<file path="config.mk">
export PLATFORM = sky130hd
export DESIGN_NAME = mario_vertical_motion_flat
export DESIGN_NICKNAME = d
export VERILOG_FILES = /design/src/rtl/mario_vertical_motion_if.sv /design/src/rtl/mario_vertical_motion.sv /design/src/flat_wrapper.sv
export SDC_FILE = /design/constraint.sdc
export NUM_CORES = 1
export LEC_CHECK = 0
export BUFFER_PORTS_ARGS = -buffer_cell sky130_fd_sc_hd__clkbuf_2
export CORE_MARGIN = 8
export CORE_UTILIZATION = 45
export CTS_CLUSTER_DIAMETER = 60
export DETAILED_ROUTE_END_ITERATION = 8
export PLACE_DENSITY = 0.8
export SYNTH_ARGS = -nofsm -noshare
export SYNTH_HDL_FRONTEND = slang
export SYNTH_SLANG_ARGS = --single-unit
</file>
<file path="constraint.sdc">
create_clock -name Clk -period 4.6 [get_ports Clk]
set_input_delay 0.69 -clock Clk [delete_from_list [all_inputs] [get_ports Clk]]
set_output_delay 0.69 -clock Clk [all_outputs]
set_load 0.01 [all_outputs]
</file>
<file path="src/rtl/mario_vertical_motion_if.sv">
`default_nettype none
// ============================================================================
// Module      : mario_vertical_motion_if
// Description : Bundle of frame strobe, key, velocity and collision inputs
//               plus the position/status outputs of the vertical motion block.
// Revision    : 1.0 - initial release
// ============================================================================
interface mario_vertical_motion_if;
   logic               frame_clk;
   logic        [7:0]  keycode;
   logic        [7:0]  keycode2;
   logic signed [31:0] Y_Velocity;
   logic        [9:0]  floor_y;
   logic        [9:0]  ceil_y;
   logic        [9:0]  Mario_Y_Pos;
   logic               current_jumping;
   logic               landed;
   logic               bonk;
   logic               fell_off;

   // Environment side: supplies stimulus, observes position and events
   modport master (
      output frame_clk, keycode, keycode2, Y_Velocity, floor_y, ceil_y,
      input  Mario_Y_Pos, current_jumping, landed, bonk, fell_off
   );

   // Motion block side
   modport slave (
      input  frame_clk, keycode, keycode2, Y_Velocity, floor_y, ceil_y,
      output Mario_Y_Pos, current_jumping, landed, bonk, fell_off
   );
endinterface
`default_nettype wire

</file>
<file path="src/rtl/mario_vertical_motion.sv">
`default_nettype none
// ============================================================================
// Module      : mario_vertical_motion
// Description : Integrates per-frame vertical velocity into Mario's feet row,
//               resolving floor landings, ceiling bonks and fall-offs.
// Revision    : 1.0 - initial release
// ============================================================================
module mario_vertical_motion #(
   parameter logic [9:0] Y_INIT   = 10'd400,
   parameter logic [9:0] Y_MAX    = 10'd479,
   parameter logic [7:0] JUMP_KEY = 8'h1A
) (
   input  logic                    Clk,
   input  logic                    Reset,
   mario_vertical_motion_if.slave  bus
);

   typedef enum logic [1:0] {
      ST_GROUNDED = 2'd0,
      ST_AIRBORNE = 2'd1,
      ST_LANDED   = 2'd2,
      ST_DEAD     = 2'd3
   } state_t;

   state_t             r_state;
   logic        [9:0]  r_pos;
   logic               r_jumping;
   logic               r_landed;
   logic               r_bonk;
   logic               r_fell;
   logic               r_armed;
   logic               r_frame_prev;

   state_t             w_state_nxt;
   logic        [9:0]  w_pos_nxt;
   logic               w_landed_nxt;
   logic               w_bonk_nxt;
   logic               w_fell_nxt;
   logic               w_launch;

   logic               w_tick;
   logic               w_key_hit;
   logic signed [6:0]  w_vel_sat;
   logic signed [11:0] w_vel12;
   logic signed [11:0] w_next_y;
   logic signed [11:0] w_ymax12;
   logic signed [11:0] w_floor12;
   logic signed [11:0] w_ceil12;
   logic               w_vel_pos;
   logic               w_vel_neg;

   assign w_tick    = bus.frame_clk & ~r_frame_prev;
   assign w_key_hit = (bus.keycode == JUMP_KEY) || (bus.keycode2 == JUMP_KEY);

   // Clamp the jump FSM velocity to the 7-bit signed range used for motion
   always_comb begin
      if (bus.Y_Velocity > 32'sd63)
         w_vel_sat = 7'sd63;
      else if (bus.Y_Velocity < -32'sd64)
         w_vel_sat = 7'b100_0000;
      else
         w_vel_sat = bus.Y_Velocity[6:0];
   end

   assign w_vel12   = {{5{w_vel_sat[6]}}, w_vel_sat};
   assign w_next_y  = $signed({2'b00, r_pos}) + w_vel12;
   assign w_ymax12  = $signed({2'b00, Y_MAX});
   assign w_floor12 = $signed({2'b00, bus.floor_y});
   assign w_ceil12  = $signed({2'b00, bus.ceil_y});
   assign w_vel_pos = ~w_vel_sat[6] && (w_vel_sat != 7'sd0);
   assign w_vel_neg = w_vel_sat[6];

   // Next-state, next-position and event decode; only acts on a frame tick
   always_comb begin
      w_state_nxt  = r_state;
      w_pos_nxt    = r_pos;
      w_landed_nxt = 1'b0;
      w_bonk_nxt   = 1'b0;
      w_fell_nxt   = 1'b0;
      w_launch     = 1'b0;
      if (w_tick) begin
         case (r_state)
            ST_GROUNDED: begin
               if (r_armed && w_key_hit) begin
                  w_state_nxt = ST_AIRBORNE;
                  w_launch    = 1'b1;
               end else if (bus.floor_y > r_pos) begin
                  w_state_nxt = ST_AIRBORNE;
               end
            end
            ST_AIRBORNE: begin
               if (w_next_y > w_ymax12) begin
                  w_pos_nxt   = Y_MAX;
                  w_fell_nxt  = 1'b1;
                  w_state_nxt = ST_DEAD;
               end else if (w_vel_pos && (w_next_y >= w_floor12)) begin
                  w_pos_nxt    = bus.floor_y;
                  w_landed_nxt = 1'b1;
                  w_state_nxt  = ST_LANDED;
               end else if (w_vel_neg && (bus.ceil_y != 10'd0) && (w_next_y <= w_ceil12)) begin
                  // ceil_y of zero means open sky, so no bonk is possible
                  w_pos_nxt  = bus.ceil_y;
                  w_bonk_nxt = 1'b1;
               end else if (w_next_y < 12'sd0) begin
                  w_pos_nxt = 10'd0;
               end else begin
                  w_pos_nxt = w_next_y[9:0];
               end
            end
            ST_LANDED: begin
               w_state_nxt = ST_GROUNDED;
            end
            default: begin
               w_state_nxt = ST_DEAD;
            end
         endcase
      end
   end

   // State, position and registered event pulses
   always_ff @(posedge Clk or negedge Reset) begin
      if (!Reset) begin
         r_state      <= ST_GROUNDED;
         r_pos        <= Y_INIT;
         r_jumping    <= 1'b0;
         r_landed     <= 1'b0;
         r_bonk       <= 1'b0;
         r_fell       <= 1'b0;
         r_frame_prev <= 1'b0;
      end else begin
         r_state      <= w_state_nxt;
         r_pos        <= w_pos_nxt;
         r_jumping    <= (w_state_nxt == ST_AIRBORNE);
         r_landed     <= w_landed_nxt;
         r_bonk       <= w_bonk_nxt;
         r_fell       <= w_fell_nxt;
         r_frame_prev <= bus.frame_clk;
      end
   end

   // Jump re-arm: a held key must be released before it can launch again
   always_ff @(posedge Clk or negedge Reset) begin
      if (!Reset)
         r_armed <= 1'b1;
      else if (!w_key_hit)
         r_armed <= 1'b1;
      else if (w_launch)
         r_armed <= 1'b0;
   end

   assign bus.Mario_Y_Pos     = r_pos;
   assign bus.current_jumping = r_jumping;
   assign bus.landed          = r_landed;
   assign bus.bonk            = r_bonk;
   assign bus.fell_off        = r_fell;

endmodule
`default_nettype wire

</file>
<file path="src/flat_wrapper.sv">
// flat-port wrapper written by rule: the top's interface ports become plain ports
module mario_vertical_motion_flat 
#(
   parameter logic [9:0] Y_INIT   = 10'd400,
   parameter logic [9:0] Y_MAX    = 10'd479,
   parameter logic [7:0] JUMP_KEY = 8'h1A
)
  (Clk, Reset, bus_frame_clk, bus_keycode, bus_keycode2, bus_Y_Velocity, bus_floor_y, bus_ceil_y, bus_Mario_Y_Pos, bus_current_jumping, bus_landed, bus_bonk, bus_fell_off);
  mario_vertical_motion_if bus_i ();
  input  logic Clk;
  input  logic Reset;
  input wire logic [$bits(bus_i.frame_clk)-1:0] bus_frame_clk;
  input wire logic [$bits(bus_i.keycode)-1:0] bus_keycode;
  input wire logic [$bits(bus_i.keycode2)-1:0] bus_keycode2;
  input wire logic [$bits(bus_i.Y_Velocity)-1:0] bus_Y_Velocity;
  input wire logic [$bits(bus_i.floor_y)-1:0] bus_floor_y;
  input wire logic [$bits(bus_i.ceil_y)-1:0] bus_ceil_y;
  output wire logic [$bits(bus_i.Mario_Y_Pos)-1:0] bus_Mario_Y_Pos;
  output wire logic [$bits(bus_i.current_jumping)-1:0] bus_current_jumping;
  output wire logic [$bits(bus_i.landed)-1:0] bus_landed;
  output wire logic [$bits(bus_i.bonk)-1:0] bus_bonk;
  output wire logic [$bits(bus_i.fell_off)-1:0] bus_fell_off;
  assign bus_i.frame_clk = bus_frame_clk;
  assign bus_i.keycode = bus_keycode;
  assign bus_i.keycode2 = bus_keycode2;
  assign bus_i.Y_Velocity = bus_Y_Velocity;
  assign bus_i.floor_y = bus_floor_y;
  assign bus_i.ceil_y = bus_ceil_y;
  assign bus_Mario_Y_Pos = bus_i.Mario_Y_Pos;
  assign bus_current_jumping = bus_i.current_jumping;
  assign bus_landed = bus_i.landed;
  assign bus_bonk = bus_i.bonk;
  assign bus_fell_off = bus_i.fell_off;
  mario_vertical_motion #(.Y_INIT(Y_INIT), .Y_MAX(Y_MAX), .JUMP_KEY(JUMP_KEY)) u_core (.Clk(Clk), .Reset(Reset), .bus(bus_i));
endmodule
</file>
Word level (Yosys, flattened, before mapping). Cells that the tools add are included.

Bitwise operators: 3. Multiplexer cells: 29. Order comparisons: 7. Equality and inequality tests: 6. Reduce and logical (&&, ||, !) cells: 10. Add/sub/neg operators: 1.

Operators with widths (count): $mux W10 (4); $gt A32 B7 Y1 const B (1); $lt A32 B7 Y1 const B (1); $mux W1 (17); $eq A8 B5 Y1 const B (2); $mux W7 (2); $add A11 B7 Y12 (1); $ge A12 B11 Y1 (1); $gt A12 B10 Y1 const B (1); $le A12 B11 Y1 (1); $lt A12 B1 Y1 const B (1); $gt A10 B10 Y1 (1); $mux W2 (5); $reduce_bool A10 Y1 (1); $reduce_bool A7 Y1 (1); $pmux W2 S3 (1); $logic_and A1 B1 Y1 (5); $eq A2 B1 Y1 const B (2); $eq A2 B2 Y1 const B (1); $logic_not A2 Y1 (1); $ne A2 B1 Y1 const B (1); $not A1 Y1 (2); $reduce_and A2 Y1 (1); $and A1 B1 Y1 (1); $logic_or A1 B1 Y1 (1).

Output and inout port bits: 14. Register bits after elaboration: 18. Word-level logic and storage cells: 64.

Depth between registers and ports, before layout.
Depth in word-level cells: 11. Gate-level depth with buffers: 21.

Least setup slack after synthesis. Ideal clock, no wire load.

Path type: input-to-reg. From: in bus_Y_Velocity[13]. To: reg u_core.r_pos[9] (netlist: u_core.bus.Mario_Y_Pos[9]). Arrival time: 4.559 ns. Required time: 4.484 ns. Stages: 21. Path slack: -0.075 ns. Buffers on the path: 1. Cell sequence: nand4_1 nor4_1 a21oi_1 inv_1 a21o_1 ha_1 inv_1 fa_1 nor2b_1 o2111a_1 nor2_1 xnor2_1 ha_1 o211ai_1 nor2_1 a2111oi_0 a221o_1 a41o_1 buf_1 a22oi_1 o311ai_0.

Cells in the longest elaborated chain, start to end: 9.

Ends and longest elaborated chain: from (decl) (RTL line flat_wrapper.sv:15) `input wire logic [$bits(bus_i.Y_Velocity)-1:0] bus_Y_Velocity;`; $lt A32 B7 Y1 (RTL line mario_vertical_motion.sv:59) `else if (bus.Y_Velocity < -32'sd64)`; $mux W7 (RTL line mario_vertical_motion.sv:59); $mux W7 * (RTL line mario_vertical_motion.sv:57) `if (bus.Y_Velocity > 32'sd63)`; $add A11 B7 Y12 (RTL line mario_vertical_motion.sv:66) `assign w_next_y = $signed({2'b00, r_pos}) + w_vel12;`; $lt A12 B1 Y1 or $le A12 B11 Y1 (tied branches) (RTL line mario_vertical_motion.sv:104, mario_vertical_motion.sv:100); $mux W10 or $logic_and A1 B1 Y1 (tied branches) (RTL line mario_vertical_motion.sv:104, mario_vertical_motion.sv:100); $mux W10 (RTL line mario_vertical_motion.sv:100) `end else if (w_vel_neg && (bus.ceil_y != 10'd0) && (w_next_y <= w_ceil12)) begin`; $mux W10 (RTL line mario_vertical_motion.sv:96) `end else if (w_vel_pos && (w_next_y >= w_floor12)) begin`; $mux W10 * (RTL line mario_vertical_motion.sv:92) `if (w_next_y > w_ymax12) begin`; to (signal assigned) (RTL line mario_vertical_motion.sv:132) `r_pos <= w_pos_nxt;`; to (decl) (RTL line mario_vertical_motion.sv:26) `logic [9:0] r_pos;`.

Every way passes the cells marked *; elsewhere a longest branch is shown, timed or not. A chain may end at the register's enable or synchronous reset.

Worst setup path after layout.
From: in bus_Y_Velocity[13]. To: reg u_core.r_pos[6] (netlist: u_core.bus.Mario_Y_Pos[6]).

Same word-level chain as after synthesis.

==> results.md <==
- Run status: complete, no violations
- Crit-path leading delay family: compound AO/OA/AOI/OAI gates
- Global-route wire length before repair: 14.0 mm
- Residual DRC: 0
- Finish-stage setup viols: 0
- Sequential share of the synthesized area: 17.9%
- Die Ht: 91.3 µm
- Routed len/inst: 17.5 µm
- Arrival @ worst endpoint: 4490 ps
- Final Hold Fails: 0
- Final Slew Violations: 0
- Clock power share: under 10%
- Critical Path Start Type: input pin
- FF-to-FF setup slack: 980 ps
- Max VDD drop: 0.000403 V
- Netlist Area Pre-Place: 2550 µm²
- Fraction of layout instances using a drive strength above 1: 34.7%
- Hold Slack: 370 ps
- Tcrit/Tclk final: 95.1%
- Multi-input gate area: 2030 µm²
- FMAX: ~0.23 GHz
- Share of flip-flops with an asynchronous set or reset: 100%
- Worst path cell trace: clkbuf_2 -> nand4_1 -> nor4_1 -> a21oi_1 -> inv_1 -> a21o_1 -> ha_1 -> inv_1 -> fa_2 -> nor2b_2 -> o2111a_1 -> nor2_1 -> xnor2_1 -> ha_1 -> and3_1 -> nand3_1 -> a21o_1 -> a221o_1 -> a41o_1 -> buf_4 -> a22oi_1 -> a31oi_1
- Worst Reg-to-Reg Cells: 13
- Synth unique cells: 56
- Initial Utilization: a little under half
- Initial DRC Count: 210
- Synth cell count leaders: ha_1, inv_1, nor2_1
- Sequential power share: 13.3%
- Chip width: 91.3 µm
- Worst path slowest cell: a221o_1
- Antenna Cells: 0
- Synthesized flop and latch total: 18
- Final ANT Viol Nets: 0
- Vias in the first global route: around 3,000
- CTS tree: built
- Worst Path Max Fanout: 4
- First drt pass iteration count: 4
- Critical Path RT: 4720 ps
- Initial antenna violation count: 0
- Routed vias/inst: 6.01
- Area added between synthesis and finish: 35.2%
- H-Tree Depth: 1
- Root Driver: clkbuf_8
- Nets: 544
- Fill cell count: approximately 460
- RD Place Congestion: 1.01
- Detail Placement HPWL: 7.22 mm
- Reg2Reg Launch Point: u_core.bus.Mario_Y_Pos[6]$_DFFE_PN0P_
- Area leader, netlist: ha_1
- Port Buffer Count: 84
- Net Sw Frac: 50.2%
- Total GRT Usage: between 10% and 20%
- Syn avg cell area: between 8 and 9 µm²
- RSZ-0062 raised after global routing: yes
- Row cnt: 27
- Leakage power: 0.00175 µW
- Vias: 3,019
- WS Path Type: in -> reg
- Io pins: 85
- Pin count of the biggest net entering global routing: 19
- CTS sink cnt: 18
- Die ar.: 8330 µm²
- Number of buffers and inverters on the critical path: 4
- Clock Skews: between 3 and 4 ps
- Min Clock Period, post-route: 4380 ps
- FF+latch area: between 400 and 500 µm²
- Most numerous cell in the Yosys netlist: ha_1
- Grt total ovfl: 0
- Pwr dens: between 600 and 700 nW/µm²
- Int Power: 1100 µW
- CTS Buffer Depth: 2
- Syn Nets: 431
- Top post-synthesis cells by area: ha_1, dfrtp_1, inv_1
- Worst-path clk slew: around 70 ps
- Critical path endpoint category: flip-flop
- Top_reg_cell synth: dfrtp_1
- Cts bufs inserted: 3
- Relative slew margins: 57.7%
- TNS Setup: 0 ps
- Psw: 1110 µW
- Synthesis Warnings: 0
- Worst-margin pin slew: 635 ps
- Drt total wl: a little under 9 mm
- Mapped Cells: around 320
- Clk_lat worst skew: 260 ps
- HP Class: in -> async
- Gate power share: 80.5%
- R2R Path End: u_core.bus.Mario_Y_Pos[0]$_DFFE_PN0P_
- Max cap viols: 0
- CORE AREA: 5470 µm²
- Worst path max stage delay: slightly below 400 ps
- Top cell type's share of synthesized area: between 20% and 30%
- Number of flops mapped to enable cells by yosys: 0
cells by family (layout without fill, tap and decap cells):
logic type,count (synthesis),count (layout),share of synthesized area (%)
flops,18,18,17.9
xor+xnor,4,4,1.37
buf+inv,48,160,7.36
simple gates,98,98,20.7
fa+ha+maj,42,42,20.9
mux,1,1,0.393
compound gates,107,107,31.4
registers in the layout (all words and copies together), names as in the netlist:
register / flops
u_core.bus.Mario_Y_Pos: 10
u_core.bus.bonk: 1
u_core.bus.current_jumping: 1
u_core.bus.fell_off: 1
u_core.bus.landed: 1
u_core.r_armed: 1
u_core.r_frame_prev: 1
u_core.r_state: 2
metrics by stage:
step	power (µW)	cells	instance area [µm²]	worst slack, ps	utilization, %
after global routing	2410	502	3450	-34.0	63.0
after global placement	1840	493	3230	-212	59.0
after floorplan	1320	318	2550	32.5	-
after detailed placement	1890	493	3230	-291	59.0
final	2210	502	3450	224	63.0
after CTS	2030	497	3280	1.47	60.0
layer usage:
metal | routed length [µm] | track usage [%] | vias to the layer above
met5 | 0 | 0 | -
met4 | 228 | 6.41 | 0
met3 | 705 | 4.61 | 19
met2 | 4220 | 33.4 | 113
met1 | 3640 | 24.2 | 1422
li1 | - | - | 1465
worst register-to-register path, cell delays in order, from the launching register on:
cell and delay [ps]:
dfrtp_1 440, ha_1 420, a211o_1 390, nor4b_1 180, a221oi_2 270, o311ai_4 190
ha_1 340, nand4_1 120, a21oi_2 130, a211oi_1 90, a2111o_1 430, buf_4 180
o32ai_1 250, a31oi_1 70
final cells by class:
cell class,count,share of cell area (%)
Clock buffer,4,1.60
Inverter,40,4.36
Multi-Input combinational cell,252,58.9
Sequential cell,18,13.2
Tap cell,72,2.61
Timing Repair Buffer,116,19.3
worst max-delay path by stage:
| stage | startpoint | endpoint | slack [ps] | cells past startpoint |
|---|---|---|---|---|
| 5_1_grt | bus_Y_Velocity[9] | u_core.bus.Mario_Y_Pos[7]$_DFFE_PN1P_ | -30 | 20 |
| 4_1_cts | bus_Y_Velocity[13] | u_core.bus.Mario_Y_Pos[9]$_DFFE_PN0P_ | 1 | 21 |
| 3_3_place_gp | bus_Y_Velocity[13] | u_core.bus.Mario_Y_Pos[9]$_DFFE_PN0P_ | -210 | 21 |
| 6_report | bus_Y_Velocity[13] | u_core.bus.Mario_Y_Pos[6]$_DFFE_PN0P_ | 220 | 22 |
| 2_1_floorplan | bus_Y_Velocity[13] | u_core.bus.Mario_Y_Pos[9]$_DFFE_PN0P_ | 30 | 21 |
| 3_5_place_dp | bus_Y_Velocity[13] | u_core.bus.Mario_Y_Pos[9]$_DFFE_PN0P_ | -290 | 21 |
what timing repair did:
action	CTS	global route
endpoints found under the setup margin	0	14
hold buffers	0	0
gates resized for setup	0	24
buffers inserted	0	5
power by group through the flow:
stage	logic, µW	registers, µW	clock network [µW]
finish	1780	294	135
global route	1960	301	145
CTS	1610	291	135
detailed placement	1600	295	0
global placement	1540	294	0
floorplan	1030	291	0
placed cells by master, fill, tap and decap left out, types with 3 or more instances in the layout:
cell type  count
clkbuf_8       4
a211oi_1       8
a211o_1        3
nor4_2         4
a22oi_1       10
dfrtp_1       14
and2_1         3
inv_1         40
nor3_1         7
nor2_1        21
nor4b_1        4
xnor2_1        3
ha_1          41
o211ai_1       6
nand2b_1       4
dfstp_2        4
clkbuf_2      84
nand2_1       13
a21o_1        13
a31oi_1        9
o21ai_0       10
a21oi_1       12
o32ai_1        6
nand4_1       10
nand3_1        7
buf_4         31
nor4_1         7
(Power assumes the default switching activity.)
